--- config.mk ---
export PLATFORM = sky130hd
export DESIGN_NAME = uzed_led_sequencer
export DESIGN_NICKNAME = d
export VERILOG_FILES = /design/src/rtl/uzed_led_sequencer.sv
export SDC_FILE = /design/constraint.sdc
export NUM_CORES = 1
export LEC_CHECK = 0
export ABC_AREA = 1
export BUFFER_PORTS_ARGS = -buffer_cell sky130_fd_sc_hd__clkbuf_2
export CAP_MARGIN = 30
export CORE_MARGIN = 1
export CORE_UTILIZATION = 41
export DETAILED_ROUTE_END_ITERATION = 10
export GPL_ROUTABILITY_DRIVEN = 1
export PLACE_DENSITY_LB_ADDON = 0.15
export SLEW_MARGIN = 20
export SYNTH_ARGS = -nofsm -noshare
export SYNTH_HDL_FRONTEND = slang
export SYNTH_SLANG_ARGS = --single-unit
--- constraint.sdc ---
create_clock -name clk_600 -period 2.85 [get_ports clk_600]
set_input_delay 0.4275 -clock clk_600 [delete_from_list [all_inputs] [get_ports clk_600]]
set_output_delay 0.4275 -clock clk_600 [all_outputs]
set_load 0.005 [all_outputs]
--- src/rtl/uzed_led_sequencer.sv ---
// uzed_led_sequencer: pattern generator and PWM dimmer for the eight UltraZed PL user LEDs.
// Patterns advance once per 2^PRESCALE_W cycles; mode/duty changes arrive over valid/ready.
module uzed_led_sequencer #(
  parameter int PRESCALE_W = 24
) (
  input  logic       clk_600,
  input  logic       RESET,
  input  logic       locked,
  input  logic [1:0] mode,
  input  logic [7:0] brightness,
  input  logic       mode_valid,
  output logic       mode_ready,
  output logic       step_tick,
  output logic [7:0] led
);

  typedef enum logic [1:0] {
    WAIT_LOCK = 2'd0,
    RUN       = 2'd1,
    SWITCH    = 2'd2
  } state_e;

  localparam logic [1:0] MODE_OFF     = 2'd0;
  localparam logic [1:0] MODE_COUNT   = 2'd1;
  localparam logic [1:0] MODE_SCAN    = 2'd2;
  localparam logic [1:0] MODE_BREATHE = 2'd3;

  localparam logic [PRESCALE_W-1:0] PRESC_ONE = {{(PRESCALE_W-1){1'b0}}, 1'b1};
  localparam logic [PRESCALE_W-1:0] PRESC_MAX = {PRESCALE_W{1'b1}};

  state_e                state_q, state_d;
  logic [1:0]            mode_q, mode_d;
  logic [7:0]            duty_q, duty_d;
  logic [PRESCALE_W-1:0] presc_q, presc_d;
  logic [7:0]            pwm_q, pwm_d;
  logic [7:0]            count_q, count_d;
  logic [2:0]            pos_q, pos_d;
  logic                  scan_up_q, scan_up_d;
  logic [7:0]            ramp_q, ramp_d;
  logic                  ramp_up_q, ramp_up_d;
  logic [7:0]            led_q, led_d;
  logic                  ready_q, ready_d;
  logic                  tick_q, tick_d;

  logic                  accept_s;
  logic                  hold_run_s;
  logic [7:0]            pattern_s;
  logic [7:0]            duty_s;
  logic                  pwm_on_s;

  // Next-state logic for the FSM, prescaler, PWM counter, pattern state and outputs.
  always_comb begin
    accept_s = mode_valid && ready_q;

    if (!locked) begin
      state_d = WAIT_LOCK;
    end else begin
      case (state_q)
        WAIT_LOCK: state_d = RUN;
        RUN:       state_d = accept_s ? SWITCH : RUN;
        SWITCH:    state_d = RUN;
        default:   state_d = WAIT_LOCK;
      endcase
    end

    mode_d = accept_s ? mode : mode_q;
    duty_d = accept_s ? brightness : duty_q;

    // Anything other than staying in RUN leaves the pattern cleared, so an accept drops a coincident step.
    hold_run_s = (state_q == RUN) && (state_d == RUN);

    presc_d   = hold_run_s ? (presc_q + PRESC_ONE) : {PRESCALE_W{1'b0}};
    count_d   = count_q;
    pos_d     = pos_q;
    scan_up_d = scan_up_q;
    ramp_d    = ramp_q;
    ramp_up_d = ramp_up_q;

    if (hold_run_s && tick_q) begin
      count_d = count_q + 8'd1;
      if (scan_up_q) begin
        if (pos_q == 3'd7) begin
          pos_d     = 3'd6;
          scan_up_d = 1'b0;
        end else begin
          pos_d = pos_q + 3'd1;
        end
      end else begin
        if (pos_q == 3'd0) begin
          pos_d     = 3'd1;
          scan_up_d = 1'b1;
        end else begin
          pos_d = pos_q - 3'd1;
        end
      end
      if (ramp_up_q) begin
        if (ramp_q == 8'd248) begin
          ramp_d    = 8'd240;
          ramp_up_d = 1'b0;
        end else begin
          ramp_d = ramp_q + 8'd8;
        end
      end else begin
        if (ramp_q == 8'd0) begin
          ramp_d    = 8'd8;
          ramp_up_d = 1'b1;
        end else begin
          ramp_d = ramp_q - 8'd8;
        end
      end
    end else if (hold_run_s) begin
      count_d = count_q;
    end else begin
      count_d   = 8'd0;
      pos_d     = 3'd0;
      scan_up_d = 1'b1;
      ramp_d    = 8'd0;
      ramp_up_d = 1'b1;
    end

    pwm_d = ((state_q != WAIT_LOCK) && (state_d != WAIT_LOCK)) ? (pwm_q + 8'd1) : 8'd0;

    case (mode_q)
      MODE_OFF:     pattern_s = 8'h00;
      MODE_COUNT:   pattern_s = count_q;
      MODE_SCAN:    pattern_s = 8'd1 << pos_q;
      MODE_BREATHE: pattern_s = 8'hFF;
      default:      pattern_s = 8'h00;
    endcase
    duty_s   = (mode_q == MODE_BREATHE) ? ramp_q : duty_q;
    pwm_on_s = (pwm_q < duty_s);

    led_d   = (state_d == RUN) ? (pattern_s & {8{pwm_on_s}}) : 8'h00;
    ready_d = (state_d == RUN);
    tick_d  = (state_d == RUN) && (presc_d == PRESC_MAX);
  end

  // State and output registers.
  always_ff @(posedge clk_600 or posedge RESET) begin
    if (RESET) begin
      state_q   <= WAIT_LOCK;
      mode_q    <= MODE_COUNT;
      duty_q    <= 8'hFF;
      presc_q   <= {PRESCALE_W{1'b0}};
      pwm_q     <= 8'd0;
      count_q   <= 8'd0;
      pos_q     <= 3'd0;
      scan_up_q <= 1'b1;
      ramp_q    <= 8'd0;
      ramp_up_q <= 1'b1;
      led_q     <= 8'h00;
      ready_q   <= 1'b0;
      tick_q    <= 1'b0;
    end else begin
      state_q   <= state_d;
      mode_q    <= mode_d;
      duty_q    <= duty_d;
      presc_q   <= presc_d;
      pwm_q     <= pwm_d;
      count_q   <= count_d;
      pos_q     <= pos_d;
      scan_up_q <= scan_up_d;
      ramp_q    <= ramp_d;
      ramp_up_q <= ramp_up_d;
      led_q     <= led_d;
      ready_q   <= ready_d;
      tick_q    <= tick_d;
    end
  end

  assign mode_ready = ready_q;
  assign step_tick  = tick_q;
  assign led        = led_q;

endmodule

== Word-level counts from Yosys, hierarchy flattened ==
Cells that the tools add are included.
Operators by class
  bitwise logic cells: 1
  shifts and indexed selects: 1
  magnitude comparators: 1
  reduce and logical (&&, ||, !) cells: 12
  mux-type cells: 28
  equal/unequal tests: 10
  add/sub/neg operators: 7
Operators with widths (count)
  8-bit two-way mux: 9
  8-bit one-hot mux with 4 select lines: 1
  24-bit by 1-bit adder with 24-bit output, second input constant: 1
  24-bit == test, second input constant: 1
  24-bit two-way mux: 1
  8-bit by 1-bit adder with 8-bit output, second input constant: 2
  3-bit two-way mux: 5
  1-bit two-way mux: 9
  8-bit by 4-bit adder with 8-bit output, second input constant: 1
  8-bit bitwise AND: 1
  8-bit == test, second input constant: 1
  8-bit logical NOT: 1
  8-bit less-than comparator: 1
  1-bit by 3-bit << shifter with 8-bit output, first input constant: 1
  8-bit by 4-bit subtractor with 8-bit output, second input constant: 1
  2-bit by 1-bit == test with 1-bit output, second input constant: 3
  2-bit == test, second input constant: 3
  1-bit logical AND: 5
  2-bit logical NOT: 2
  2-bit two-way mux: 2
  2-bit one-hot mux with 2 select lines: 1
  2-bit nonzero test: 2
  3-bit by 1-bit adder with 3-bit output, second input constant: 1
  3-bit == test, second input constant: 1
  4 further kinds: 4
Word-level totals
  bits in registers: 75
  input port bits: 14

== Longest topological paths before layout ==
Gate-level depths: netlist of run 1.
  depth after elaboration: 9
  depth in mapped cells: 12
  gate-level depth less buffers: 12

== Worst setup path after synthesis of run 1 ==
No wires, ideal clock.
  path kind: reg-to-reg
  start: register mode_q[0]
  end: register led_q[0] (netlist: led[0])
  library setup time: 132 ps
  arrival time: 1708 ps
  slack: 1010 ps
  stages on the path, launching flop included: 9
  cells stage by stage: dfstp_2 > nand2_1 > clkinv_1 > o21ai_0 > ha_1 > nand2_1 > o21a_1 > o221ai_2 > nor2_1
On the way
  longest elaborated chain between the ends: 5
  elaborated cells on any way between the ends: 9
  classes of those cells: order compare: 1; eq/ne: 3; mux: 3; bitwise: 1; reduce/logical: 1
RTL lines
  start, declared: line 32  | logic [1:0] mode_q, mode_d;
  start signal, assigned: line 156  | mode_q <= mode_d;
  2-bit == test: line 123, 130
  8-bit two-way mux: line 130  | duty_s = (mode_q == MODE_BREATHE) ? ramp_q : duty_q;
  8-bit less-than comparator: line 131  | pwm_on_s = (pwm_q < duty_s);
  8-bit bitwise AND (*): line 133  | led_d = (state_d == RUN) ? (pattern_s & {8{pwm_on_s}}) : 8'h00;
  8-bit two-way mux (*): line 133
  via led_d[0]: line 41  | logic [7:0] led_q, led_d;
  end signal, assigned: line 165  | led_q <= led_d;
  end, declared: line 41
Mark *: on every way through the listed nets, which the timed path passes. The rest lies on a longest branch.
A chain may end at the register's enable or synchronous reset.

== Worst setup path after layout of run 1 ==
  start: register mode_q[1]
  end: register led_q[1] (netlist: led[1])
Same word-level chain as after synthesis.

==> impl_metrics.yaml, run 1 <==
global_routing:
  grt_first_pass_wirelength_mm: 15.52
  grt_max_degree: 42
  grt_pass1_vias: 3330
  grt.total_usage_pct: 19.55
  antenna_found_initial: 0
  grt.overflow.total: 0
worst_setup_path:
  critical_path.max_fanout: 11
  endpoint: "led[1]"
  worstSetupPathType: "flop to flop"
  r2r_slack_ns: 0.56
  crit_cells: 9
  reg2reg_from: "mode_q[1]"
  cp_common_cell: "nand2_1"
  cp.required_ns: 3.07
  critPathTopFamily: "compound AO/OA/AOI/OAI gates"
  r2r-end: "led[1]"
  critPathSlowestCell: "dfrtp_1"
  crit_start: "mode_q[1]"
  cp_num_buf_inv: 1
  cp-end-kind: "flop"
  critPathArrivalTime_ns: 2.50
  ff2ff_path_depth: 9
  crit_path_start_kind: "flop"
  cp_cell_sequence: "nand2_1, clkinv_1, nand2_1, o21ai_0, ha_1, nand2_1, o21a_1, o221ai_2, nor2_1"
  cpPeakStageDelay_ns: 0.48
final_layout:
  antenna_cells: 0
  nNetsFinal: 589
  drive_gt1_share_pct: 14.44
  final_cell_area_um2: 4543
  syn_to_final_growth_pct: 12.38
  fillers: 928
synth:
  synth_nets: 559
  synth_largest_area_cell: "dfrtp_1"
  synthCells: 526
  synth_enable_flop_cells: 0
  syn_area_per_cell_um2: 7.686
  synthesis.area_um2: 4043
  synthTopCellsByArea: "dfrtp_1 38%, nand2_1 13%, dfstp_2 7.1%"
  synth_cell_type_count: 36
  synthArstFlopShare_pct: 100.0
  yosys-top-cells-count: "135 x nand2_1, 69 x inv_1, 65 x nor2_1, 61 x dfrtp_1, 34 x o21ai_0"
  seq_area_frac_synth_pct: 44.91
  synth_top_area_share_pct: 37.76
  synth.most_common_cell: "nand2_1"
  dominantRegCellSynth: "dfrtp_1"
  ys_ff_latch: 72
  yosys_warnings: 0
drt:
  wl_per_cell_um: 13.00
  drc: 0
  ant_nets: 0
  dr_total_vias: 3372
  via_per_inst: 4.887
  drtIter0Drc: 89
  dr.pass1.iters: 4
  wl_mm: 8.973
clock_network:
  htreeDepth: 3
  cts_sinks: 72
  clkTransAtPathRegs_ns: 0.08
  clkLatencyLatePin_ns: 0.35
  postCtsSetupBuffers: 0
  clk_path_buf_depth: 2
  cts-resized-gates: 0
  cts_inserted_buffers: 9
  tritoncts: "yes"
  cts_root_buf: "clkbuf_8"
  cts_hold_buf: 0
sta:
  tightest_slew_ns: 0.7164
  period_minus_slack_ns: 2.286
  slew_headroom_pct: 52.17
  setup_viol: 0
  fin_skew_ns: 0.007616
  setup_slack_ns: 0.5639
  rsz0062_at_grt: "no"
  slew_violations: 0
  final.period_utilization_pct: 80.21
  clock.fmax_mhz: 437.4
  tns_ns: 0
  hold_slack_ns: 0.1712
  hold_violations: 0
floorplanning:
  initial_core_util_pct: 42.94
  rows: 35
  design.core.area_um2: 9415
  ios: 24
  dieArea_um2: 10260
  die_w_um: 101.3
  die_height_um: 101.3
placed_design:
  globalplace.congestion: 0.8325
  place_area_um2: 4323
  dpl.hpwl_mm: 6.774
  numPortBuffers: 23
  place_ws_ns: 0.5802
power_and_ir_drop:
  power.total_uw: 2285
  pwr_density_cell_nw_per_um2: 503.0
  p_leak_uw: 0.002118
  vdd_ir_drop_max_uv: 346.8
hold_path:
  hold_class: "primary input to asynchronous set/reset pin"
run_status:
  status: "complete, no violations"
run:
  drv_cap: 0
-- logic make-up after synthesis --
family | share of synthesized area [%]
and+or+nand+nor | 31.11
buffers and inverters | 7.459
DFF | 44.91
AOI/OAI and AO/OA | 9.564
adders and majority gates | 5.881
xor gates and xnor gates | 1.083
-- through the flow --
step	std cells	util [%]
after floorplan	526	-
after global placement	674	45.91
after detailed placement	674	45.91
after CTS	690	48.25
after global routing	690	48.25
final	690	48.25
-- how the worst min path moves through the flow --
stage / start / end / slack [ns]
floorplan: duty_q[3] / duty_q[3] / 0.45
global placement: duty_q[1] / duty_q[1] / 0.46
detailed placement: duty_q[1] / duty_q[1] / 0.46
CTS: RESET / presc_q[20] / 0.19
global route: RESET / presc_q[20] / 0.23
finish: RESET / presc_q[14] / 0.17
-- cell type report --
type	count	area [µm²]	share of cell area, %
multi-input combinational	375	1926	42.39
inverter	72	270.3	5.949
tap	129	161.4	3.553
sequential	72	1815	39.96
clock buffer	9	123.9	2.727
clock inverter	7	96.34	2.121
timing repair buffer	26	150.1	3.305
-- state kept, by name (all words and copies together), names as in the netlist --
name,count
led,8
scan_up_q,1
mode_ready,1
step_tick,1
count_q,8
duty_q,8
state_q,2
pwm_q,8
ramp_up_q,1
presc_q,24
ramp_q,5
mode_q,2
pos_q,3
-- routing by layer --
layer | global-route usage [%] | vias up | share of wire (%)
met5 | 0 | - | 0
met4 | 6.577 | 0 | 1.7
met3 | 4.003 | 14 | 3.5
met2 | 32.55 | 49 | 47
met1 | 25.46 | 1567 | 48
li1 | - | 1742 | -
-- layout by cell type, fill, tap and decap left out, types with 2 or more instances in the layout --
cell	instances
buf_4	2
clkinvlp_4	3
clkbuf_2	23
ha_1	19
nor2_2	8
nand4_1	9
nand2_2	6
o21ai_0	34
o32ai_1	2
nand3_2	2
nor2_4	6
xor2_1	3
o31ai_1	2
inv_1	68
dfrtp_1	61
nand2_1	135
nand3_1	32
nor3_1	10
and3_1	2
bufinv_16	2
nor3b_1	3
inv_2	3
a21oi_1	20
nor2_1	65
dfstp_2	11
o22ai_1	5
clkbuf_8	9
xnor2_1	2
-- power by group --
group,leakage (µW),internal (µW),switching (µW),total (µW)
logic,0.00106,91.7,173,265
clock network,0.000101,492,399,891
registers,0.000957,1090,39.2,1130
total,0.00212,1670,612,2290
Power figures use the tool's default switching activity.
==> run 2: changes to the inputs <==
Settings changed: ABC_AREA 1 to 0.
Clock period 2.85 ns to 2.06 ns, I/O delays scaled along.
==> run 2 against run 1 <==
  * The run now ends with negative setup slack left
  * Area after synthesis is 0.65% lower
  * Critical path depth decreased by 2
  * Setup slack worse by 0.74 ns
  * Critical endpoint is now step_tick
==> impl_metrics.yaml, run 2 <==
global_routing:
  grt_first_pass_wirelength_mm: 14.55
  grt.total_usage_pct: 18.38
  antenna_found_initial: 0
  grt.overflow.total: 0
  grt_pass1_vias: 3089
  grt_max_degree: 56
hold_path:
  whs_path_depth: 2
  whs_endpoint: "duty_q[7]"
  hold_class: "primary input to flop"
  hold_start: "brightness[7]"
floorplanning:
  ios: 24
  initial_core_util_pct: 42.86
  rows: 35
  die_height_um: 101.0
  die_w_um: 101.0
  dieArea_um2: 10200
  design.core.area_um2: 9371
placed_design:
  dpl.hpwl_mm: 6.122
  globalplace.congestion: 0.8707
  place_area_um2: 4551
  numPortBuffers: 23
power_and_ir_drop:
  vdd_ir_drop_max_uv: 280.8
  pwr_density_cell_nw_per_um2: 637.5
  p_leak_uw: 0.002121
sta:
  period_minus_slack_ns: 2.236
  setup_viol: 1
  rsz0062_at_grt: "yes"
  setup_slack_ns: -0.1760
  slew_violations: 0
  final.period_utilization_pct: 108.5
  fin_skew_ns: 0.01421
  slew_headroom_pct: 60.51
  tightest_slew_ns: 0.5924
  hold_violations: 0
  tns_ns: -0.1760
  clock.fmax_mhz: 447.2
drt:
  drtIter0Drc: 86
  wl_per_cell_um: 14.14
  dr_total_vias: 3240
  via_per_inst: 5.260
  drc: 0
  wl_mm: 8.710
  dr.pass1.iters: 4
  ant_nets: 0
run_status:
  status: "finished, violations left"
  failed_checks: "negative setup slack"
final_layout:
  largest-register: "presc_q"
  drive_gt1_share_pct: 26.69
  final_cell_area_um2: 4890
  largest_register_ffs: 24
  antenna_cells: 0
  final_common_cell: "dfrtp_1"
  layout.cells.most_common_list: "60 x dfrtp_1, 48 x nor2_1, 46 x buf_4, 37 x nand2_1, 23 x clkbuf_2"
  nNetsFinal: 515
  syn_to_final_growth_pct: 21.74
  fillers: 879
worst_setup_path:
  critPathSlowestCell: "or4b_4"
  reg2reg_from: "presc_q[12]"
  critPathArrivalTime_ns: 2.49
  crit_start: "presc_q[12]"
  r2r-end: "step_tick"
  cp.required_ns: 2.31
  cp-end-kind: "flop"
  critical_path.max_fanout: 5
  worstSetupPathType: "flop to flop"
  r2r_slack_ns: -0.18
  crit_path_start_kind: "flop"
  ff2ff_path_depth: 7
  cp_cell_sequence: "nand4_4, or4b_4, buf_6, or4_4, o211ai_1, nand4_1, nor4_2"
  cpPeakStageDelay_ns: 0.56
synth:
  synthTopCellsByArea: "dfrtp_1 38%, dfstp_2 7.2%, ha_1 5.9%"
  yosys_warnings: 0
  syn_area_per_cell_um2: 9.632
  ys_ff_latch: 72
  synthArstFlopShare_pct: 100.0
  synth_top_area_share_pct: 38.01
  synthCells: 417
  seq_area_frac_synth_pct: 45.20
  synth_nets: 450
  synthesis.area_um2: 4016
  synth_largest_area_cell: "dfrtp_1"
  yosys-top-cells-count: "61 x dfrtp_1, 48 x nor2_1, 39 x nand2_1, 21 x a21oi_1, 19 x ha_1"
  synth.most_common_cell: "dfrtp_1"
  synth_enable_flop_cells: 0
  dominantRegCellSynth: "dfrtp_1"
  synth_cell_type_count: 52
clock_network:
  tritoncts: "yes"
  clk_path_buf_depth: 2
  htreeDepth: 3
  clkTransAtPathRegs_ns: 0.08
  cts_sinks: 72
  clkLatencyLatePin_ns: 0.35
  cts_inserted_buffers: 9
  cts_root_buf: "clkbuf_8"
run:
  drv_cap: 0
==> run 2: cell type report <==
type	count	area, µm²	area share, %
multi-input combinational	312	2130	43.55
inverter	15	60.06	1.228
sequential	72	1817	37.15
tap	129	161.4	3.301
clock inverter	6	92.59	1.894
clock buffer	10	127.6	2.610
timing repair buffer	72	501.7	10.26
==> run 2: cell families after synthesis <==
kind of cell	after synthesis	share of synthesized area [%]
simple gates	164	21.34
compound gates	80	12.52
flops	72	45.20
buf+inv	33	3.458
xor+xnor	31	6.760
fa+ha+maj	19	5.919
mux	18	4.798
==> run 2: report_power, final <==
group / switching, µW / internal, µW
Clock: 571 / 689
Sequential: 38.6 / 1490
Combinational: 180 / 146
Total: 789 / 2330
==> run 2: repair_timing <==
item | in CTS | in global routing
endpoints found under the hold margin | 17 | 0
gates resized for setup | 2 | 15
hold buffers | 1 | 0
pin swaps | 1 | 6
setup endpoints to repair | 9 | 9
cloned | 0 | 0
buffers inserted | 2 | 3
==> run 2: metal layers <==
| metal | routed length [µm] | GRT usage, % |
|---|---|---|
| met3 | 236 | 2.843 |
| met4 | 166 | 8.138 |
| met1 | 4019 | 23.21 |
| met5 | 0 | 0 |
| met2 | 4287 | 31.14 |
==> run 2: worst max-delay path, delay by kind of cell, from the launching register on <==
kind,cells,cell delay [ns]
and+or+nand+nor,5,1.48
buffers and inverters,1,0.14
DFF,1,0.40
AOI/OAI and AO/OA,1,0.13
==> run 2: stage by stage <==
step                      util, %  total power, µW  setup WS, ns  std cells  hold slack (ns)
after floorplan                 -             1737       -0.2127        417           0.4579
after global placement      48.56             1850       -0.1345        594           0.3306
after detailed placement    48.56             1857       -0.1950        594           0.3313
after CTS                   51.25             3133       -0.1561        613           0.1738
after global routing        52.18             3261       -0.3184        616           0.1734
final                       52.18             3117       -0.1760        616           0.1922
==> run 2: worst max path at each step <==
stage | end | slack, ns | cells past startpoint
6_report | step_tick | -0.18 | 7
5_1_grt | step_tick | -0.32 | 7
4_1_cts | step_tick | -0.16 | 6
3_5_place_dp | step_tick | -0.20 | 6
3_3_place_gp | step_tick | -0.13 | 6
2_1_floorplan | step_tick | -0.21 | 7
==> run 3: changes to the inputs <==
--- a/config.mk
+++ b/config.mk
@@ -9,3 +9,2 @@
 export BUFFER_PORTS_ARGS = -buffer_cell sky130_fd_sc_hd__clkbuf_2
-export CAP_MARGIN = 30
 export CORE_MARGIN = 1
@@ -14,3 +13,3 @@
 export GPL_ROUTABILITY_DRIVEN = 1
-export PLACE_DENSITY_LB_ADDON = 0.15
+export PLACE_DENSITY = 0.69
 export SLEW_MARGIN = 20
--- a/constraint.sdc
+++ b/constraint.sdc
@@ -3,2 +3,2 @@
 set_output_delay 0.309 -clock clk_600 [all_outputs]
-set_load 0.005 [all_outputs]
+set_load 0.01 [all_outputs]
==> run 3 against run 2 <==
  * Global-route usage decreased by 0.56 points
  * First-iteration DRC count increased by 62%
  * Largest cell class unchanged
  * Highest routed layer unchanged
  * Final cell count decreased by 0.81%
  * The run still ends with negative setup slack left
==> impl_metrics.yaml, run 3 (same netlist as run 2, synthesis figures left out) <==
global_routing:
  grt_first_pass_wirelength_mm: 14.39
  grt_max_degree: 73
  grt.total_usage_pct: 17.83
  antenna_found_initial: 0
  grt_pass1_vias: 3133
  grt.overflow.total: 0
drt:
  dr.pass1.iters: 5
  dr_total_vias: 3233
  wl_mm: 8.323
  drc: 0
  via_per_inst: 5.291
  wl_per_cell_um: 13.62
  ant_nets: 0
  drtIter0Drc: 139
power_and_ir_drop:
  power.total_uw: 2936
  switching_share_pct: 24.54
  seqPwrFrac_pct: 52.0
  p_leak_uw: 0.002078
  p_sw_uw: 720.3
  p_int_uw: 2216
  p_clk_share_pct: 37.8
  vdd_ir_drop_max_uv: 280.9
  pwr_density_cell_nw_per_um2: 612.2
  pwr-share-comb_pct: 10.3
worst_setup_path:
  worstSetupPathType: "flop to flop"
  critPathArrivalTime_ns: 2.44
  critPathTopFamily: "simple AND/OR/NAND/NOR gates"
  crit_path_start_kind: "flop"
  critical_path.max_fanout: 4
  cp-end-kind: "flop"
  cpPeakStageDelay_ns: 0.57
  cp_common_cell: "or4_4"
  critPathSlowestCell: "or4_4"
  cp_cell_sequence: "nand4_4, or4_4, or4_4, a21oi_4, o211ai_1, nor4_2"
  cp_num_buf_inv: 0
  cp.required_ns: 2.30
run_status:
  failed_checks: "negative setup slack"
  status: "finished, violations left"
final_layout:
  fin_util_pct: 51.17
  largest-register: "presc_q"
  largest_register_ffs: 24
  antenna_cells: 0
  layout.cells.most_common_list: "60 x dfrtp_1, 48 x nor2_1, 42 x buf_4, 38 x nand2_1, 23 x clkbuf_2"
  nNetsFinal: 510
  syn_to_final_growth_pct: 19.41
  drive_gt1_share_pct: 24.69
  final_common_cell: "dfrtp_1"
  final_cell_area_um2: 4796
sta:
  period_minus_slack_ns: 2.198
  final.period_utilization_pct: 106.7
  clock.fmax_mhz: 454.9
  slew_violations: 0
  hold_violations: 0
  rsz0062_at_grt: "yes"
  fin_skew_ns: 0.01074
  hold_slack_ns: 0.03919
  slew_headroom_pct: 58.77
  setup_viol: 1
  tightest_slew_ns: 0.6133
  setup_slack_ns: -0.1382
clock_network:
  cts_root_buf: "clkbuf_8"
  cts_hold_buf: 0
  clkLatencyLatePin_ns: 0.34
  clkTransAtPathRegs_ns: 0.07
  cts_sinks: 72
  htreeDepth: 3
  clk_path_buf_depth: 2
  cts_inserted_buffers: 9
  tritoncts: "yes"
placed_design:
  numPortBuffers: 23
  globalplace.congestion: 0.8691
  place_ws_ns: -0.1864
  dpl.hpwl_mm: 5.967
  place_area_um2: 4536
floorplanning:
  dieArea_um2: 10200
  rows: 35
  die_w_um: 101.0
  ios: 24
  initial_core_util_pct: 42.86
  design.core.area_um2: 9371
  die_height_um: 101.0
run:
  drv_cap: 0
hold_path:
  hold_class: "primary input to asynchronous set/reset pin"
==> run 3: layout make-up <==
class | instances | area (µm²)
multi-input combinational | 312 | 2097
inverter | 15 | 60.06
sequential | 72 | 1817
fill | 873 | 4576
clock buffer | 11 | 141.4
clock inverter | 5 | 57.56
timing repair buffer | 67 | 461.7
tap | 129 | 161.4
==> run 3: timing repair <==
item	in CTS	in global routing
buffers inserted	3	0
gates resized for setup	8	3
pin swaps	7	3
endpoints found under the setup margin	9	4
==> run 3: per-layer routing <==
layer	vias to the layer above	global-route usage, %	part of all wire, %
met5	-	0	0
met4	0	5.574	1.2
met3	11	4.230	3.0
met2	60	31.19	49
met1	1558	21.65	47
li1	1604	-	-
==> run 3: power by group through the flow <==
stage / logic [µW] / clock network (µW) / registers, µW
3_3_place_gp: 291 / 0 / 1550
4_1_cts: 306 / 1150 / 1530
2_1_floorplan: 190 / 0 / 1550
3_5_place_dp: 301 / 0 / 1550
6_report: 302 / 1110 / 1530
5_1_grt: 342 / 1200 / 1530
==> run 3: through the flow <==
stage	setup TNS (ns)	std cells
CTS	-0.1284	611
floorplan	-0.2127	417
finish	-0.1382	611
global route	-0.2400	611
global placement	-0.3371	592
detailed placement	-1.002	592
==> run 3: path summary, 6_finish.rpt <==
check	from	slack, ns	endpoint	cells after the start
max reg2reg	presc_q[7]	-0.14	step_tick	6
max	presc_q[7]	-0.14	step_tick	6
min	RESET	0.04	presc_q[15]	3
min in group clk_600	brightness[6]	0.19	duty_q[6]	2
min reg2reg	pwm_q[0]	0.52	pwm_q[0]	1
max in group asynchronous	RESET	1.68	duty_q[4]	3
==> run 3: worst min-delay path: cells and delay by family <==
kind,cells,cell delay (ns)
buffers and inverters,3,0.47
